===== config.mk =====
export PLATFORM = sky130hd
export DESIGN_NAME = mem_stage
export DESIGN_NICKNAME = d
export VERILOG_FILES = /design/src/rtl/mips_pkg.sv /design/src/rtl/mem_load_align.sv /design/src/rtl/mem_stage.sv
export SDC_FILE = /design/constraint.sdc
export NUM_CORES = 1
export LEC_CHECK = 0
export ABC_AREA = 0
export CAP_MARGIN = 20
export CORE_MARGIN = 1.5
export CORE_UTILIZATION = 36
export CTS_BUF_LIST = sky130_fd_sc_hd__clkbuf_2 sky130_fd_sc_hd__clkbuf_4 sky130_fd_sc_hd__clkbuf_8
export DETAILED_ROUTE_END_ITERATION = 10
export PLACE_DENSITY = 0.84
export SETUP_SLACK_MARGIN = 0.4
export SLEW_MARGIN = 20
export SYNTH_ARGS = -nofsm -noshare
export SYNTH_HDL_FRONTEND = slang
export SYNTH_SLANG_ARGS = --single-unit

===== constraint.sdc =====
create_clock -name clk -period 1.89 [get_ports clk]
set_input_delay 0.189 -clock clk [delete_from_list [all_inputs] [get_ports clk]]
set_output_delay 0.189 -clock clk [all_outputs]
set_load 0.1 [all_outputs]

===== src/rtl/mips_pkg.sv =====
// Shared types and constants for the MEM pipeline stage: FSM states,
// access-size encodings, bus widths and lane helpers.
package mips_pkg;

    localparam int unsigned XLEN   = 32;
    localparam int unsigned REG_AW = 5;
    localparam int unsigned BE_W   = XLEN / 8;

    typedef enum logic [1:0] {
        S_IDLE = 2'd0,
        S_REQ  = 2'd1,
        S_WAIT = 2'd2
    } mem_state_e;

    localparam logic [1:0] SZ_BYTE = 2'd0;
    localparam logic [1:0] SZ_HALF = 2'd1;
    localparam logic [1:0] SZ_WORD = 2'd2;

    typedef struct packed {
        logic            we;
        logic [XLEN-1:0] addr;
        logic [XLEN-1:0] wdata;
        logic [BE_W-1:0] be;
    } dmem_req_t;

    // Encoding 3 falls into the word branch of every helper below.
    function automatic logic is_misaligned(input logic [1:0] size, input logic [1:0] addr_lo);
        logic bad;
        case (size)
            SZ_BYTE: bad = 1'b0;
            SZ_HALF: bad = addr_lo[0];
            default: bad = (addr_lo != 2'b00);
        endcase
        return bad;
    endfunction

    function automatic logic [BE_W-1:0] lane_be(input logic [1:0] size, input logic [1:0] addr_lo);
        logic [BE_W-1:0] be;
        case (size)
            SZ_BYTE: be = 4'b0001 << addr_lo;
            SZ_HALF: be = addr_lo[1] ? 4'b1100 : 4'b0011;
            default: be = 4'b1111;
        endcase
        return be;
    endfunction

    function automatic logic [XLEN-1:0] lane_wdata(input logic [1:0] size, input logic [XLEN-1:0] data);
        logic [XLEN-1:0] wd;
        case (size)
            SZ_BYTE: wd = {4{data[7:0]}};
            SZ_HALF: wd = {2{data[15:0]}};
            default: wd = data;
        endcase
        return wd;
    endfunction

endpackage


===== src/rtl/mem_load_align.sv =====
// Load-data lane selection and zero/sign extension (purely combinational).
module mem_load_align
    import mips_pkg::*;
(
    input  logic [XLEN-1:0] rdata,
    input  logic [1:0]      addr_lo,
    input  logic [1:0]      size,
    input  logic            sign_ext,
    output logic [XLEN-1:0] data
);

    logic [7:0]  lane_b;
    logic [15:0] lane_h;

    always_comb begin
        lane_b = rdata[7:0];
        case (addr_lo)
            2'd0:    lane_b = rdata[7:0];
            2'd1:    lane_b = rdata[15:8];
            2'd2:    lane_b = rdata[23:16];
            default: lane_b = rdata[31:24];
        endcase
        lane_h = addr_lo[1] ? rdata[31:16] : rdata[15:0];

        case (size)
            SZ_BYTE: data = {{24{sign_ext & lane_b[7]}}, lane_b};
            SZ_HALF: data = {{16{sign_ext & lane_h[15]}}, lane_h};
            default: data = rdata;
        endcase
    end

endmodule


===== src/rtl/mem_stage.sv =====
// MEM pipeline stage: data-memory request FSM plus M->W pipeline registers.
// MEM_BYTE_LANE_EN enables byte/half accesses; otherwise every access is a word.
module mem_stage
    import mips_pkg::*;
(
    input  logic              clk,
    input  logic              reset,
    input  logic [XLEN-1:0]   ALUOutM,
    input  logic [XLEN-1:0]   WriteDataM,
    input  logic [REG_AW-1:0] WriteRegM,
    input  logic              RegWriteM,
    input  logic              MemtoRegM,
    input  logic              MemWriteM,
    input  logic [1:0]        MemSizeM,
    input  logic              MemSignedM,
    output logic              dmem_req,
    output logic              dmem_we,
    output logic [XLEN-1:0]   dmem_addr,
    output logic [XLEN-1:0]   dmem_wdata,
    output logic [BE_W-1:0]   dmem_be,
    input  logic              dmem_gnt,
    input  logic              dmem_rvalid,
    input  logic [XLEN-1:0]   dmem_rdata,
    output logic              StallM,
    output logic              AdEM,
    output logic [XLEN-1:0]   ALUOutW,
    output logic [XLEN-1:0]   ReadDataW,
    output logic [REG_AW-1:0] WriteRegW,
    output logic              RegWriteW,
    output logic              MemtoRegW
);

    mem_state_e      state, state_n;
    logic [1:0]      size_eff;
    logic            sign_eff;
    logic            mem_op;
    logic            bad_align;
    logic            req_c;
    logic            stall_c;
    logic            capture_c;
    logic            ade_c;
    logic [XLEN-1:0] load_data;
    dmem_req_t       bus;

`ifdef MEM_BYTE_LANE_EN
    assign size_eff = (MemSizeM == 2'd3) ? SZ_WORD : MemSizeM;
    assign sign_eff = MemSignedM;
`else
    logic unused_cfg;
    assign size_eff   = SZ_WORD;
    assign sign_eff   = 1'b0;
    assign unused_cfg = ^{MemSizeM, MemSignedM};
`endif

    assign mem_op    = MemtoRegM | MemWriteM;
    assign bad_align = mem_op & is_misaligned(size_eff, ALUOutM[1:0]);

    // Request fields come straight from M; upstream holds them while stalled.
    assign bus.we    = MemWriteM;
    assign bus.addr  = {ALUOutM[XLEN-1:2], 2'b00};
    assign bus.wdata = lane_wdata(size_eff, WriteDataM);
    assign bus.be    = lane_be(size_eff, ALUOutM[1:0]);

    assign dmem_req   = req_c;
    assign dmem_we    = req_c & bus.we;
    assign dmem_addr  = bus.addr;
    assign dmem_wdata = bus.wdata;
    assign dmem_be    = bus.be;
    assign StallM     = stall_c;
    assign AdEM       = ade_c;

    mem_load_align u_align (
        .rdata    (dmem_rdata),
        .addr_lo  (ALUOutM[1:0]),
        .size     (size_eff),
        .sign_ext (sign_eff),
        .data     (load_data)
    );

    always_ff @(posedge clk) begin
        if (reset) state <= S_IDLE;
        else       state <= state_n;
    end

    // Next state, request and stall; reset forces everything quiet.
    always_comb begin
        state_n   = state;
        req_c     = 1'b0;
        stall_c   = 1'b0;
        capture_c = 1'b0;
        ade_c     = 1'b0;
        case (state)
            S_IDLE: begin
                if (bad_align) begin
                    ade_c = 1'b1;
                end else if (mem_op) begin
                    req_c = 1'b1;
                    if (!dmem_gnt) begin
                        state_n = S_REQ;
                        stall_c = 1'b1;
                    end else if (!MemWriteM) begin
                        state_n = S_WAIT;
                        stall_c = 1'b1;
                    end
                end
            end
            S_REQ: begin
                req_c   = 1'b1;
                stall_c = 1'b1;
                if (dmem_gnt) begin
                    if (MemWriteM) begin
                        state_n = S_IDLE;
                        stall_c = 1'b0;
                    end else begin
                        state_n = S_WAIT;
                    end
                end
            end
            S_WAIT: begin
                stall_c = 1'b1;
                if (dmem_rvalid) begin
                    stall_c   = 1'b0;
                    capture_c = 1'b1;
                    state_n   = S_IDLE;
                end
            end
            default: state_n = S_IDLE;
        endcase
        if (reset) begin
            req_c     = 1'b0;
            stall_c   = 1'b0;
            capture_c = 1'b0;
            ade_c     = 1'b0;
        end
    end

    // W pipeline registers; a stall or address error leaves a bubble.
    always_ff @(posedge clk) begin
        if (reset) begin
            ALUOutW   <= '0;
            ReadDataW <= '0;
            WriteRegW <= '0;
            RegWriteW <= 1'b0;
            MemtoRegW <= 1'b0;
        end else begin
            if (!stall_c) begin
                ALUOutW   <= ALUOutM;
                WriteRegW <= WriteRegM;
                RegWriteW <= RegWriteM & ~ade_c;
                MemtoRegW <= MemtoRegM & ~ade_c;
            end else begin
                RegWriteW <= 1'b0;
                MemtoRegW <= 1'b0;
            end
            if (capture_c) ReadDataW <= load_data;
        end
    end

endmodule


==> impl_metrics.json <==
{
  "row_count": 35,
  "status": "complete, no violations",
  "syn_area_mm2": 0.003503,
  "postSynthAreaPerCell_um2": 8.802,
  "drc_errors": 0,
  "hold_violations": 0,
  "clock_sinks": 73,
  "final_util_pct": 59.62,
  "ioPinCount": 254,
  "end_kind": "primary output",
  "setup_viol": 0,
  "clockBufferDepth": 2,
  "met3_usage_pct": 5.176,
  "finalPower_mw": 4.593,
  "clk_pin_slew_worst_paths_ns": 0.08,
  "fin_tns_setup_ns": 0,
  "synth_compound_area_share_pct": 6.750,
  "synth_area_leaders": "dfxtp_1, buf_4, nand2b_1",
  "numPortBuffers": 180,
  "synthMuxAreaShare_pct": 10.29,
  "coreArea_mm2": 0.009328,
  "yosys.area.top_type_share_pct": 41.71,
  "synth_top_family_by_area": "simple AND/OR/NAND/NOR gates",
  "clockRootBuffer": "clkbuf_8",
  "cts-hold-fix-buffers": 0,
  "fin_crit_ns": 1.731,
  "initial_core_util_pct": 37.56,
  "area_delta_synth_final_pct": 58.75,
  "antenna_found_initial": 0,
  "cp_data_required_time_ns": 1.70,
  "ys_ff_latch": 73,
  "stdcell_area_mm2": 0.005562,
  "drive_above_1_share_pct": 30.04,
  "cp_data_arrival_time_ns": 1.54,
  "fmax_mhz": 577.6,
  "period_share_pct": 91.60,
  "seq_area_frac_synth_pct": 41.71,
  "wl_um": 9448,
  "avgRoutedWirePerCell_um": 14.42,
  "clk-insertion-delay-late_ns": 0.34,
  "grt_pass1_vias": 3074,
  "dpl.hpwl_um": 7181,
  "place_congestion": 0.7525,
  "overflow": 0,
  "htreeDepth": 3,
  "total_leakage_power_nw": 2.448,
  "synth_cell_types": 28,
  "die_h_um": 101.7,
  "hp-class": "input port to flip-flop",
  "cts_tree": "built",
  "slew_violations": 0,
  "grt_pass1_wl_um": 14330,
  "synthCells": 398,
  "synth_top_area_cell": "dfxtp_1",
  "placed_cell_area_mm2": 0.005170,
  "maxCapViolations": 0,
  "ant_nets": 0,
  "gr-usage-met2_pct": 34.36,
  "rsz0062_at_grt": "yes",
  "fillers": 797,
  "fin_skew_ns": 0.01420,
  "first_iter_violations": 52,
  "synth_warnings": 0,
  "crit_type": "flip-flop to primary output",
  "start_kind": "flip-flop",
  "grt_max_degree": 64,
  "peakVddDrop_mv": 0.5365,
  "synthAdderAreaFrac_pct": 0,
  "die-area_mm2": 0.01033,
  "crit_fanout": 4,
  "top_usage_layer": "met2",
  "drt_pass1_iterations": 4,
  "final_nets": 633,
  "insertedDiodeCount": 0,
  "powerDensity_mw_per_mm2": 825.9,
  "synth-xor-area-share_pct": 0,
  "gr-usage-met1_pct": 17.59,
  "synthSimpleGateAreaFrac_pct": 22.79,
  "globalRouteTotalUtil_pct": 17.88,
  "worst_hold_slack_ns": 0.3457,
  "cts_inserted_buffers": 9,
  "post_drt_via_cell_ratio": 4.580,
  "num_vias": 3000,
  "chipWidth_um": 101.7
}
-- cell type report --
type / instances / area, um2 / share of cell area (%)
inverter: 1 / 3.754 / 0.06749
clock buffer: 10 / 137.6 / 2.475
sequential: 73 / 1466 / 26.37
tap: 129 / 161.4 / 2.902
timing repair buffer: 201 / 2222 / 39.96
clock inverter: 5 / 80.08 / 1.440
multi-input combinational: 236 / 1490 / 26.79
-- kinds of logic after synthesis --
group	count (synthesis)
simple gates	153
mux	36
other cells	2
buf+inv	93
flops	73
compound gates	41
-- flip-flops by register name, summed over array words and instances (netlist names) --
name	flops
ReadDataW	32
WriteRegW	5
RegWriteW	1
ALUOutW	32
MemtoRegW	1
state	2
-- per-stage QoR --
| stage | worst slack, ns | cells |
|---|---|---|
| 2_1_floorplan | -0.03971 | 402 |
| 3_3_place_gp | 0.02420 | 630 |
| 3_5_place_dp | -0.03088 | 630 |
| 4_1_cts | 0.1173 | 652 |
| 5_1_grt | 0.09634 | 655 |
| 6_report | 0.1587 | 655 |
-- layer usage --
layer / vias to the layer above / share of wire [%]
met4: 0 / 2.2
met5: - / 0
li1: 1453 / -
met1: 1386 / 36
met2: 142 / 54
met3: 19 / 8.0
-- power by group --
part	internal, mW	total, mW	leakage (nW)	switching, mW
Sequential	1.61	1.65	0.600	0.0386
Clock	0.770	1.35	0.104	0.582
Combinational	0.521	1.60	1.74	1.08
Total	2.90	4.59	2.45	1.70
-- cells in the final DEF, fill, tap and decap left out, types with 2 or more instances in the layout --
cell type        count
buf_4               83
nand2b_1            72
dfxtp_1             71
clkdlybuf4s50_1     70
nand2_1             64
buf_12              37
a21oi_1             34
mux2i_1             34
clkbuf_8            10
conb_1               6
dlygate4sd2_1        3
nor2_4               2
nor2_1               2
mux2i_2              2
and3_1               2
nor3b_1              2
o21bai_1             2
bufinv_16            2
clkinvlp_4           2
clkbuf_16            2
buf_6                2
-- synth_stat cells, drive strengths merged --
cell	instances
o21ai	1
conb	2
or4b	1
nor4	2
nand2	64
nand2b	72
buf	77
and2	1
mux2i	36
clkbuf	15
nand3b	1
or2	1
nor2	4
dfxtp	73
nor3	1
inv	1
a31oi	1
nor3b	2
and3	2
o22ai	1
a21oi	35
o21bai	2
or3b	1
and3b	1
a21bo	1
-- timing repair --
action | CTS | global route
setup buffers | 6 | 1
pin swaps | 4 | 1
endpoints found under the setup margin | 30 | 42
gates resized for setup | 11 | 8
cloned | 1 | 2
-- worst max-delay path, stage by stage (launching register included) --
cell and delay (ns):
dfxtp_4 0.36, or3b_4 0.40, o21ai_4 0.09, a31oi_4 0.06, nor2_4 0.11, buf_12 0.18
-- path summary, 6_finish.rpt --
check | from | end | slack [ns] | depth (start not counted)
hold / removal | MemWriteM | state[1] | 0.35 | 3
hold reg to reg | ReadDataW[17] | ReadDataW[17] | 0.46 | 2
setup / recovery | state[0] | StallM | 0.16 | 5
setup reg to reg | state[0] | ALUOutW[13] | 0.29 | 7
Power figures use the tool's default switching activity.
